--- src/rtl/fpu_pkg.sv ---
`default_nettype none
// ============================================================================
//  Module   : fpu_pkg
//  Purpose  : Shared types and constants for the FPU conversion issue path:
//             converter op encoding, tag pipeline stage, writeback entry.
//  Revision : 1.0  initial release
// ============================================================================
package fpu_pkg;

    // Latency of both converters, in edges from operand sample to result
    localparam int unsigned CONV_LAT = 2;

    // Destination register tag width
    localparam int unsigned TAG_W = 5;

    typedef enum logic {
        CONV_FTOI = 1'b0,
        CONV_ITOF = 1'b1
    } conv_op_e;

    // One stage of the latency-matched tag pipeline
    typedef struct packed {
        logic             valid;
        conv_op_e         op;
        logic [TAG_W-1:0] rd;
    } conv_tag_t;

    // One writeback FIFO entry
    typedef struct packed {
        logic [TAG_W-1:0] rd;
        logic [31:0]      data;
    } wb_entry_t;

endpackage : fpu_pkg
`default_nettype wire

--- src/rtl/fpu_wb_fifo.sv ---
`default_nettype none
// ============================================================================
//  Module   : fpu_wb_fifo
//  Purpose  : Small in-order synchronous FIFO with synchronous flush and an
//             occupancy output. The head is shown combinationally; when empty
//             the output holds the last head value shown.
//  Revision : 1.0  initial release
// ============================================================================
module fpu_wb_fifo #(
    parameter  int unsigned WIDTH = 37,
    parameter  int unsigned DEPTH = 4,
    localparam int unsigned PTR_W = (DEPTH > 1) ? $clog2(DEPTH) : 1,
    localparam int unsigned CNT_W = $clog2(DEPTH + 1)
) (
    input  logic             clk,
    input  logic             rst_n,
    input  logic             i_flush,
    input  logic             i_wr,
    input  logic [WIDTH-1:0] i_wdata,
    input  logic             i_rd,
    output logic             o_valid,
    output logic [WIDTH-1:0] o_rdata,
    output logic [CNT_W-1:0] o_count
);

    logic [WIDTH-1:0] r_mem [DEPTH];
    logic [PTR_W-1:0] r_wr_ptr;
    logic [PTR_W-1:0] r_rd_ptr;
    logic [CNT_W-1:0] r_count;
    logic [WIDTH-1:0] r_hold;
    logic             w_valid;
    logic             w_pop;
    logic [WIDTH-1:0] w_head;

    // Pointer advance with wrap at DEPTH (DEPTH need not be a power of two)
    function automatic logic [PTR_W-1:0] f_next(input logic [PTR_W-1:0] p);
        return (p == PTR_W'(DEPTH - 1)) ? '0 : p + 1'b1;
    endfunction

    assign w_valid = (r_count != '0);
    assign w_pop   = i_rd & w_valid;
    assign w_head  = r_mem[r_rd_ptr];

    // Pointer and occupancy bookkeeping; flush empties the FIFO
    always_ff @(posedge clk or negedge rst_n) begin
        if (!rst_n) begin
            r_wr_ptr <= '0;
            r_rd_ptr <= '0;
            r_count  <= '0;
        end else if (i_flush) begin
            r_wr_ptr <= '0;
            r_rd_ptr <= '0;
            r_count  <= '0;
        end else begin
            if (i_wr) begin
                r_wr_ptr <= f_next(r_wr_ptr);
            end
            if (w_pop) begin
                r_rd_ptr <= f_next(r_rd_ptr);
            end
            r_count <= r_count + CNT_W'(i_wr) - CNT_W'(w_pop);
        end
    end

    // Entry storage; no reset needed since only valid slots are ever shown
    always_ff @(posedge clk) begin
        if (i_wr && !i_flush) begin
            r_mem[r_wr_ptr] <= i_wdata;
        end
    end

    // Remember the last head shown so the output is stable while empty
    always_ff @(posedge clk or negedge rst_n) begin
        if (!rst_n) begin
            r_hold <= '0;
        end else if (w_valid) begin
            r_hold <= w_head;
        end
    end

    // Head presentation
    always_comb begin
        o_valid = w_valid;
        o_rdata = w_valid ? w_head : r_hold;
        o_count = r_count;
    end

endmodule : fpu_wb_fifo
`default_nettype wire

--- src/rtl/fpu_conv_issue.sv ---
`default_nettype none
// ============================================================================
//  Module   : fpu_conv_issue
//  Purpose  : Issue/writeback controller for the FPU conversion path. Drives
//             the shared operand into the free-running fixed-latency
//             converters, carries {valid, op, rd} through a latency-matched
//             pipeline and captures results in a writeback FIFO. Credits
//             bound outstanding work to the FIFO depth so that no converter
//             result can ever be dropped.
//  Revision : 1.0  initial release
// ============================================================================
module fpu_conv_issue
    import fpu_pkg::*;
#(
    parameter int unsigned DEPTH = 4
) (
    input  logic             clk,
    input  logic             rst_n,
    input  logic             flush,
    input  logic             req_valid,
    output logic             req_ready,
    input  logic             req_op,
    input  logic [TAG_W-1:0] req_rd,
    input  logic [31:0]      req_operand,
    output logic [31:0]      conv_a,
    input  logic [31:0]      ftoi_res,
    input  logic [31:0]      itof_res,
    output logic             wb_valid,
    input  logic             wb_ready,
    output logic [TAG_W-1:0] wb_rd,
    output logic [31:0]      wb_data,
    output logic             busy
);

    localparam int unsigned     CNT_W   = $clog2(DEPTH + 1);
    localparam logic [CNT_W-1:0] C_DEPTH = CNT_W'(DEPTH);

    conv_tag_t        r_tag [CONV_LAT];
    logic [CNT_W-1:0] r_outstanding;
    logic             w_fire;
    logic             w_pop;
    conv_tag_t        w_last;
    logic [31:0]      w_result;
    wb_entry_t        w_wr_entry;
    wb_entry_t        w_head;
    logic             w_fifo_valid;
    logic [CNT_W-1:0] w_fifo_count;

    // Handshake and credit gating; a pop only returns its credit next cycle
    always_comb begin
        req_ready = !flush && (r_outstanding < C_DEPTH);
        w_fire    = req_valid & req_ready;
        w_pop     = w_fifo_valid & wb_ready;
        conv_a    = req_operand;
        busy      = (r_outstanding != '0);
    end

    // Outstanding counter: requests in flight plus buffered results
    always_ff @(posedge clk or negedge rst_n) begin
        if (!rst_n) begin
            r_outstanding <= '0;
        end else if (flush) begin
            r_outstanding <= '0;
        end else begin
            case ({w_fire, w_pop})
                2'b10:   r_outstanding <= r_outstanding + 1'b1;
                2'b01:   r_outstanding <= r_outstanding - 1'b1;
                default: r_outstanding <= r_outstanding;
            endcase
        end
    end

    // Tag pipeline, one stage per converter edge; flush kills every stage
    always_ff @(posedge clk or negedge rst_n) begin
        if (!rst_n) begin
            for (int i = 0; i < int'(CONV_LAT); i++) begin
                r_tag[i] <= '0;
            end
        end else if (flush) begin
            for (int i = 0; i < int'(CONV_LAT); i++) begin
                r_tag[i].valid <= 1'b0;
            end
        end else begin
            r_tag[0] <= '{valid: w_fire, op: conv_op_e'(req_op), rd: req_rd};
            for (int i = 1; i < int'(CONV_LAT); i++) begin
                r_tag[i] <= r_tag[i-1];
            end
        end
    end

    // Last stage lines up with the converter outputs: pick the matching one
    always_comb begin
        w_last     = r_tag[CONV_LAT-1];
        w_result   = (w_last.op == CONV_ITOF) ? itof_res : ftoi_res;
        w_wr_entry = '{rd: w_last.rd, data: w_result};
    end

    fpu_wb_fifo #(
        .WIDTH ($bits(wb_entry_t)),
        .DEPTH (DEPTH)
    ) u_wb_fifo (
        .clk     (clk),
        .rst_n   (rst_n),
        .i_flush (flush),
        .i_wr    (w_last.valid),
        .i_wdata (w_wr_entry),
        .i_rd    (wb_ready),
        .o_valid (w_fifo_valid),
        .o_rdata (w_head),
        .o_count (w_fifo_count)
    );

    // Writeback presentation straight from the FIFO head
    always_comb begin
        wb_valid = w_fifo_valid;
        wb_rd    = w_head.rd;
        wb_data  = w_head.data;
    end

    // Credits must make a write into a full FIFO without a pop impossible
    always_ff @(posedge clk) begin
        if (rst_n && !flush) begin
            assert (!(w_last.valid && !w_pop && (w_fifo_count == C_DEPTH)));
        end
    end

endmodule : fpu_conv_issue
`default_nettype wire

--- config.mk ---
export PLATFORM = sky130hd
export DESIGN_NAME = fpu_conv_issue
export DESIGN_NICKNAME = d
export VERILOG_FILES = /design/src/rtl/fpu_pkg.sv /design/src/rtl/fpu_wb_fifo.sv /design/src/rtl/fpu_conv_issue.sv
export SDC_FILE = /design/constraint.sdc
export NUM_CORES = 1
export LEC_CHECK = 0
export BUFFER_PORTS_ARGS = -buffer_cell sky130_fd_sc_hd__buf_2
export CAP_MARGIN = 40
export CORE_UTILIZATION = 40
export DETAILED_ROUTE_END_ITERATION = 8
export HOLD_SLACK_MARGIN = 0.1
export PLACE_DENSITY_LB_ADDON = 0.25
export SLEW_MARGIN = 5
export SYNTH_ARGS = -nofsm -noshare
export SYNTH_HDL_FRONTEND = slang
export SYNTH_SLANG_ARGS = --single-unit
--- constraint.sdc ---
create_clock -name clk -period 2.29 [get_ports clk]
set_input_delay 0.229 -clock clk [delete_from_list [all_inputs] [get_ports clk]]
set_output_delay 0.229 -clock clk [all_outputs]
set_load 0.005 [all_outputs]
# After elaboration in Yosys (flattened, before gate mapping)
# Memory sizes are Yosys's and may differ from the RTL's.
# Index checks and enable logic that the tools add are counted.
dict set report totals {
  out_inout_bits 72
  ramBits 148
  n_memories 1
  inputBits 107
  wordCells 48
  regBits 61
}
dict set report classes {
  n_mux 15
  addsub 6
  bitwise_logic 2
  magnitude_cmp 1
  n_eq_ne 4
  reduce_logical 8
}
# name depth word_bits read_ports rd_clocked_by_memory_dff wr line_no
set memory_table {}
lappend memory_table {u_wb_fifo.r_mem 4 37 1 0 1 fpu_wb_fifo.sv:26} ;# logic [WIDTH-1:0] r_mem [DEPTH];
# operator count
set ops {}
lappend ops {{two-way mux 37 bit} 1}
lappend ops {{two-way mux 32 bit} 1}
lappend ops {{two-way mux 2 bit} 6}
lappend ops {{nonzero test 3 bit} 3}
lappend ops {{equality test 2 bit, second input constant} 3}
lappend ops {{two-way mux 3 bit} 2}
lappend ops {{case mux 3 bit (2 select lines)} 1}
lappend ops {{adder 2 x 1 -> 2 bit, second input constant} 2}
lappend ops {{two-way mux 1 bit} 4}
lappend ops {{nonzero test 2 bit} 2}
lappend ops {{adder 3 x 1 -> 3 bit} 1}
lappend ops {{adder 3 x 1 -> 3 bit, second input constant} 1}
lappend ops {{less-than comparator 3 bit, second input constant} 1}
lappend ops {{subtractor 3 x 1 -> 3 bit} 1}
lappend ops {{subtractor 3 x 1 -> 3 bit, second input constant} 1}
lappend ops {{AND 1 bit} 2}
lappend ops {{equality test 2 x 1 -> 1 bit, second input constant} 1}
lappend ops {{logical AND 1 bit} 2}
lappend ops {{zero test 1 bit} 1}

# Longest topological paths before layout
dict set report depth {
  word_depth 6
  ltp_mapped 8
  ltp_nobuf 8
}

# Cells and area by module
# A second synthesis with hierarchy kept.
dict set report hier_totals {
  cells_unflattened 435
  area_unflattened_um2 8479.4
}
# mod seq_area_each_um2 n_inst cells_per_inst area_per_inst_um2
set by_module_without_submodules {}
lappend by_module_without_submodules {fpu_wb_fifo 5545.3 1 316 7134.3}
lappend by_module_without_submodules {fpu_conv_issue 425.4 1 119 1345.0}

# Worst setup path before layout
# Ideal clock, no wire load.
dict set report synth_timing {
  kind {input port to flip-flop}
  from {input port flush}
  to {memory u_wb_fifo.r_mem[0][0], enable pin}
  required_ps 1892
  cell_stages 3
  setup_time_ps 398
  arrival_ps 1535
  path_buffers 1
  path_slack_ps 357
  path_cell_list {clkbuf_1 -> nor2b_1 -> and2_1}
}
dict set report synth_via {
  elab_chain_len 4
}
# element line_no
set synth_rtl {}
lappend synth_rtl {{from (decl)} fpu_conv_issue.sv:19} ;# input logic flush,
lappend synth_rtl {{zero test 1 bit} fpu_wb_fifo.sv:67} ;# if (i_wr && !i_flush) begin
lappend synth_rtl {{logical AND 1 bit} fpu_wb_fifo.sv:67}
lappend synth_rtl {{two-way mux 1 bit} fpu_wb_fifo.sv:67}
lappend synth_rtl {{two-way mux 1 bit (implied by the code)} fpu_wb_fifo.sv:68} ;# r_mem[r_wr_ptr] <= i_wdata;
lappend synth_rtl {{to (decl)} fpu_wb_fifo.sv:26}
# No other way between the ends.

# Worst setup path after layout
dict set report layout_timing {
  from {register u_wb_fifo.r_rd_ptr[0]}
  to {output port wb_data[6]}
}
dict set report layout_via {
  elab_chain_len 2
}
# element line_no
set layout_rtl {}
lappend layout_rtl {{from (decl)} fpu_wb_fifo.sv:28} ;# logic [PTR_W-1:0] r_rd_ptr;
lappend layout_rtl {{from (signal assigned)} fpu_wb_fifo.sv:59} ;# r_rd_ptr <= f_next(r_rd_ptr);
lappend layout_rtl {{memory read (4 x 37 bit)} --}
lappend layout_rtl {{two-way mux 37 bit} fpu_wb_fifo.sv:84} ;# o_rdata = w_valid ? w_head : r_hold;
lappend layout_rtl {{to (decl)} fpu_conv_issue.sv:31} ;# output logic [31:0] wb_data,
# No other way between the ends.

==> results.txt <==
----------------------------------------------------
[Synth]
  Number of register bits inferred by synthesis ... 209
  Post-Syn Instances ... 435
  Number of distinct library cell variants in the gate-level netlist after synthesis ... 28
  Total standard cell area after synthesis ... 8500 sq um
  Yosys warnings ... 0
  Average footprint of a synthesized cell ... 19.5 sq um
  Largest cells by area after synthesis ... edfxtp_1, dfrtp_1, mux2_2
  Library cell occupying the most area in the post-synthesis netlist ... edfxtp_1
  Sequential area share after synthesis ... 70.3%
  Total nets after synthesis ... 550
  Top cell type's share of synthesized area ... 52.3%

[Power and ir drop]
  Clock share of power ... a little over a quarter
  Net switching power of the design ... 3.18 mW
  Sequential group share of total power ... 39.7%
  Switching part of the total power ... 26.1%
  Internal power ... around 9.0 mW
  Pwr/cell area ... 1120 nW/um^2
  Portion of total power attributed to combinational logic ... 33.9%
  Static leakage ... 4.11 nW
  Peak supply drop ... 0.464 mV

[Critical path]
  Critical Path Sink Type ... output pin
  Startpoint types ... flop
  Flop-to-flop setup slack ... ~180 ps
  Path type of the worst setup path ... flop to output pin
  Critical path, cell by cell ... buf_6 > buf_16 > mux4_2 > mux2_4 > buf_6
  Top cell by count, worst path ... buf_6
  Slowest Stage Delay on Critical Path ... 510 ps
  Cell count of the worst reg-to-reg path ... 8
  WP data arrival ... 2110 ps
  Worst endpoint required time ... 2060 ps
  Worst r2r dst ... u_wb_fifo.o_count[2]
  Worst reg2reg path startpoint ... u_wb_fifo.o_count[2]
  Standard cell with the maximum stage delay on the critical path ... mux4_2
  Critical path fanouts, max ... 7

[Timing]
  Max-slew headroom at the worst pin ... 61.0%
  Period minus WS final ... 2340 ps
  Slew at the pin with the worst max-slew slack ... 586 ps
  Fmax ... roughly 0.43 GHz
  Number of max-slew violations in the final report ... 0
  Worst-case setup margin in the final layout ... -51.4 ps
  Final worst-path cycle share ... 102%
  RSZ-0062 raised after global routing ... yes
  Max Clock Skew ... 9.91 ps
  Final Setup Violations ... 28
  Count of final hold-check violations ... 0
  Worst Hold Slack ... roughly 110 ps

[GRT]
  Global Route met3 Usage ... 2.75%
  Global-route met1 utilization ... 20.1%
  Aggregate global-route resource usage ... 15.9%
  Met2 track utilization from global routing ... 28.2%
  Global route overflow ... 0
  Largest net degree at the start of global routing ... 42
  Wire length of the first global-routing pass ... 26200 um
  Initial antenna violation count ... 0
  Number of global-route vias before repair ... about 4.8k
  Layer with the highest usage after global routing ... met2

[Cells and area]
  Most common cell after layout, fill and taps aside ... edfxtp_1
  Area of the multi-input gates ... 2290 sq um
  Post-layout nets ... 719
  Area added between synthesis and finish ... 28.2%
  Fraction of final layout cells with drive strength greater than 1 ... just under 50%
  Register cell area after layout ... between 5000 and 6000 sq um
  Post-route cell area ... 10900 sq um
  Highest-count cells in the layout ignoring fill and taps ... edfxtp_1, buf_2, mux2_2
  Fill count ... 1689
  Total inserted antenna cells ... 0

[Clock tree]
  Cell at the root of the clock tree ... clkbuf_16
  Clock transition at the registers of the reported paths ... 60 ps
  Number of sinks handled by clock tree synthesis ... roughly 210
  Worst-case clock buffer depth ... 3
  CTS Buf Count ... 22
  # H-tree levels ... 1
  TritonCTS clock tree ... built
  Clock network latency to the later pin of the worst-skew pair ... 490 ps

[Worst hold path]
  Number of instances on the worst hold path ... 2
  Path type of the worst min-delay path ... input pin to flop
  Hold worst-path end ... u_wb_fifo.r_mem[2][31]
  Hold Path Origin ... itof_res[31]

[Status]
  Outcome ... finished, violations left
  Failing checks ... negative setup slack

[Placement]
  Detail Placement HPWL ... 9990 um
  Area post-placement ... 9310 sq um
  Worst setup slack after placement ... about 170 ps
  Number of port buffers ... 114
  Routability congestion estimate from global placement ... a little under 0.7

[Detailed routing]
  Number of iterations in the first detailed-routing pass ... 4
  Wire length reported by the detailed router ... roughly 17000 um
  Violation count after the first detailed-routing iteration ... about 260
  Total vias in the final route ... between 4k and 5k
  Final antenna-violating net count ... 0
  Routed WL per cell ... 19.0 um
  Ratio of routed vias to standard cells ... 4.94
  Number of remaining DRC errors ... 0

[Floorplanning]
  Initial Utilization ... 41.3%
  Die X ... 148 um
  Count of pins on the block boundary ... 179
  Area of the core region ... 20600 sq um
  Number of rows in the core area ... 52
  Total Die Area ... 21800 sq um
  Die extent in y ... about 150 um

[Run]
  Number of max-cap violations ... 0

----------------------------------------------------
metrics by stage:
step                std cells  util, %  setup TNS (ps)  power (mW)
floorplan                 435        -               0        6.74
global placement          787     45.3               0        7.77
detailed placement        787     45.3               0        7.91
CTS                       880     51.5           -1790        11.6
global route              890     53.0           -3160        12.8
finish                    890     53.0            -742        12.2
sequential cells by signal, indices dropped and copies added (netlist names):
| name | flops |
|---|---|
| u_wb_fifo.o_count | 3 |
| r_tag | 14 |
| r_outstanding | 3 |
| u_wb_fifo.r_hold | 37 |
| u_wb_fifo.r_wr_ptr | 2 |
| u_wb_fifo.r_rd_ptr | 2 |
| u_wb_fifo.r_mem | 148 |
final cells by class:
type                    count  area share [%]
well taps                 270            3.10
multi-input cells         171            21.0
inverters                   4           0.138
clock buffers              36            5.82
flip-flops and latches    209            54.9
clock inverters             4           0.161
repair buffers            196            14.9
repair_timing:
item,in CTS,in global routing
hold endpoints to repair,129,0
gates resized for setup,17,44
buffers inserted,2,9
setup endpoints to repair,37,38
pin swaps,0,1
hold buffers,49,0
gates cloned,2,1
metal layers:
layer	vias up	share of wire (%)
li1	1999	-
met1	2274	42
met2	88	52
met3	37	3.5
met4	0	1.8
met5	-	0
synth_stat cells:
cell type / n
edfxtp_1: 148
mux4_2: 37
o31ai_4: 1
mux2_2: 81
or3_1: 2
nand4b_1: 2
ha_1: 6
inv_1: 4
buf_6: 2
buf_4: 33
mux2i_1: 4
nor2_1: 9
a211oi_1: 2
dfrtp_1: 61
nand2b_1: 1
xor2_1: 1
buf_2: 10
nand2_1: 3
fa_1: 2
nor2b_1: 3
o31a_1: 1
xnor3_1: 1
a21oi_1: 2
clkbuf_1: 6
nor3_1: 4
nor4bb_1: 2
and2_1: 6
nand3_1: 1
power by group through the flow:
stage               combinational, mW  clock, mW  sequential [mW]
global placement                 2.91          0             4.86
floorplan                        1.95          0             4.79
CTS                              3.43       3.30             4.83
detailed placement               3.01          0             4.89
global route                     4.41       3.47             4.90
finish                           4.13       3.22             4.85
critical path: cells and delay by family (launching register included):
family / cells / cell delay, ps
buf+inv: 3 / 420
flops: 1 / 400
mux: 2 / 800
how the worst max path moves through the flow:
stage,start,end,slack (ps),depth (start not counted)
after floorplan,flush,u_wb_fifo.r_mem[0][0],360,3
after global placement,u_wb_fifo.o_count[1],r_outstanding[1],350,6
after detailed placement,u_wb_fifo.o_count[1],u_wb_fifo.o_count[2],170,8
after CTS,u_wb_fifo.r_rd_ptr[0],wb_rd[2],-70,4
after global routing,u_wb_fifo.r_rd_ptr[0],wb_data[6],-120,5
final,u_wb_fifo.r_rd_ptr[0],wb_data[6],-50,5
logic make-up after synthesis:
kind of cell    count (synthesis)  share of synthesized area [%]
mux                           122                           21.0
buf+inv                        55                           4.21
fa+ha+maj                       8                           1.35
simple gates                   33                           2.15
compound gates                  6                          0.648
flops                         209                           70.3
xor+xnor                        2                          0.368
Note: power is estimated with default switching activity, not from simulation.
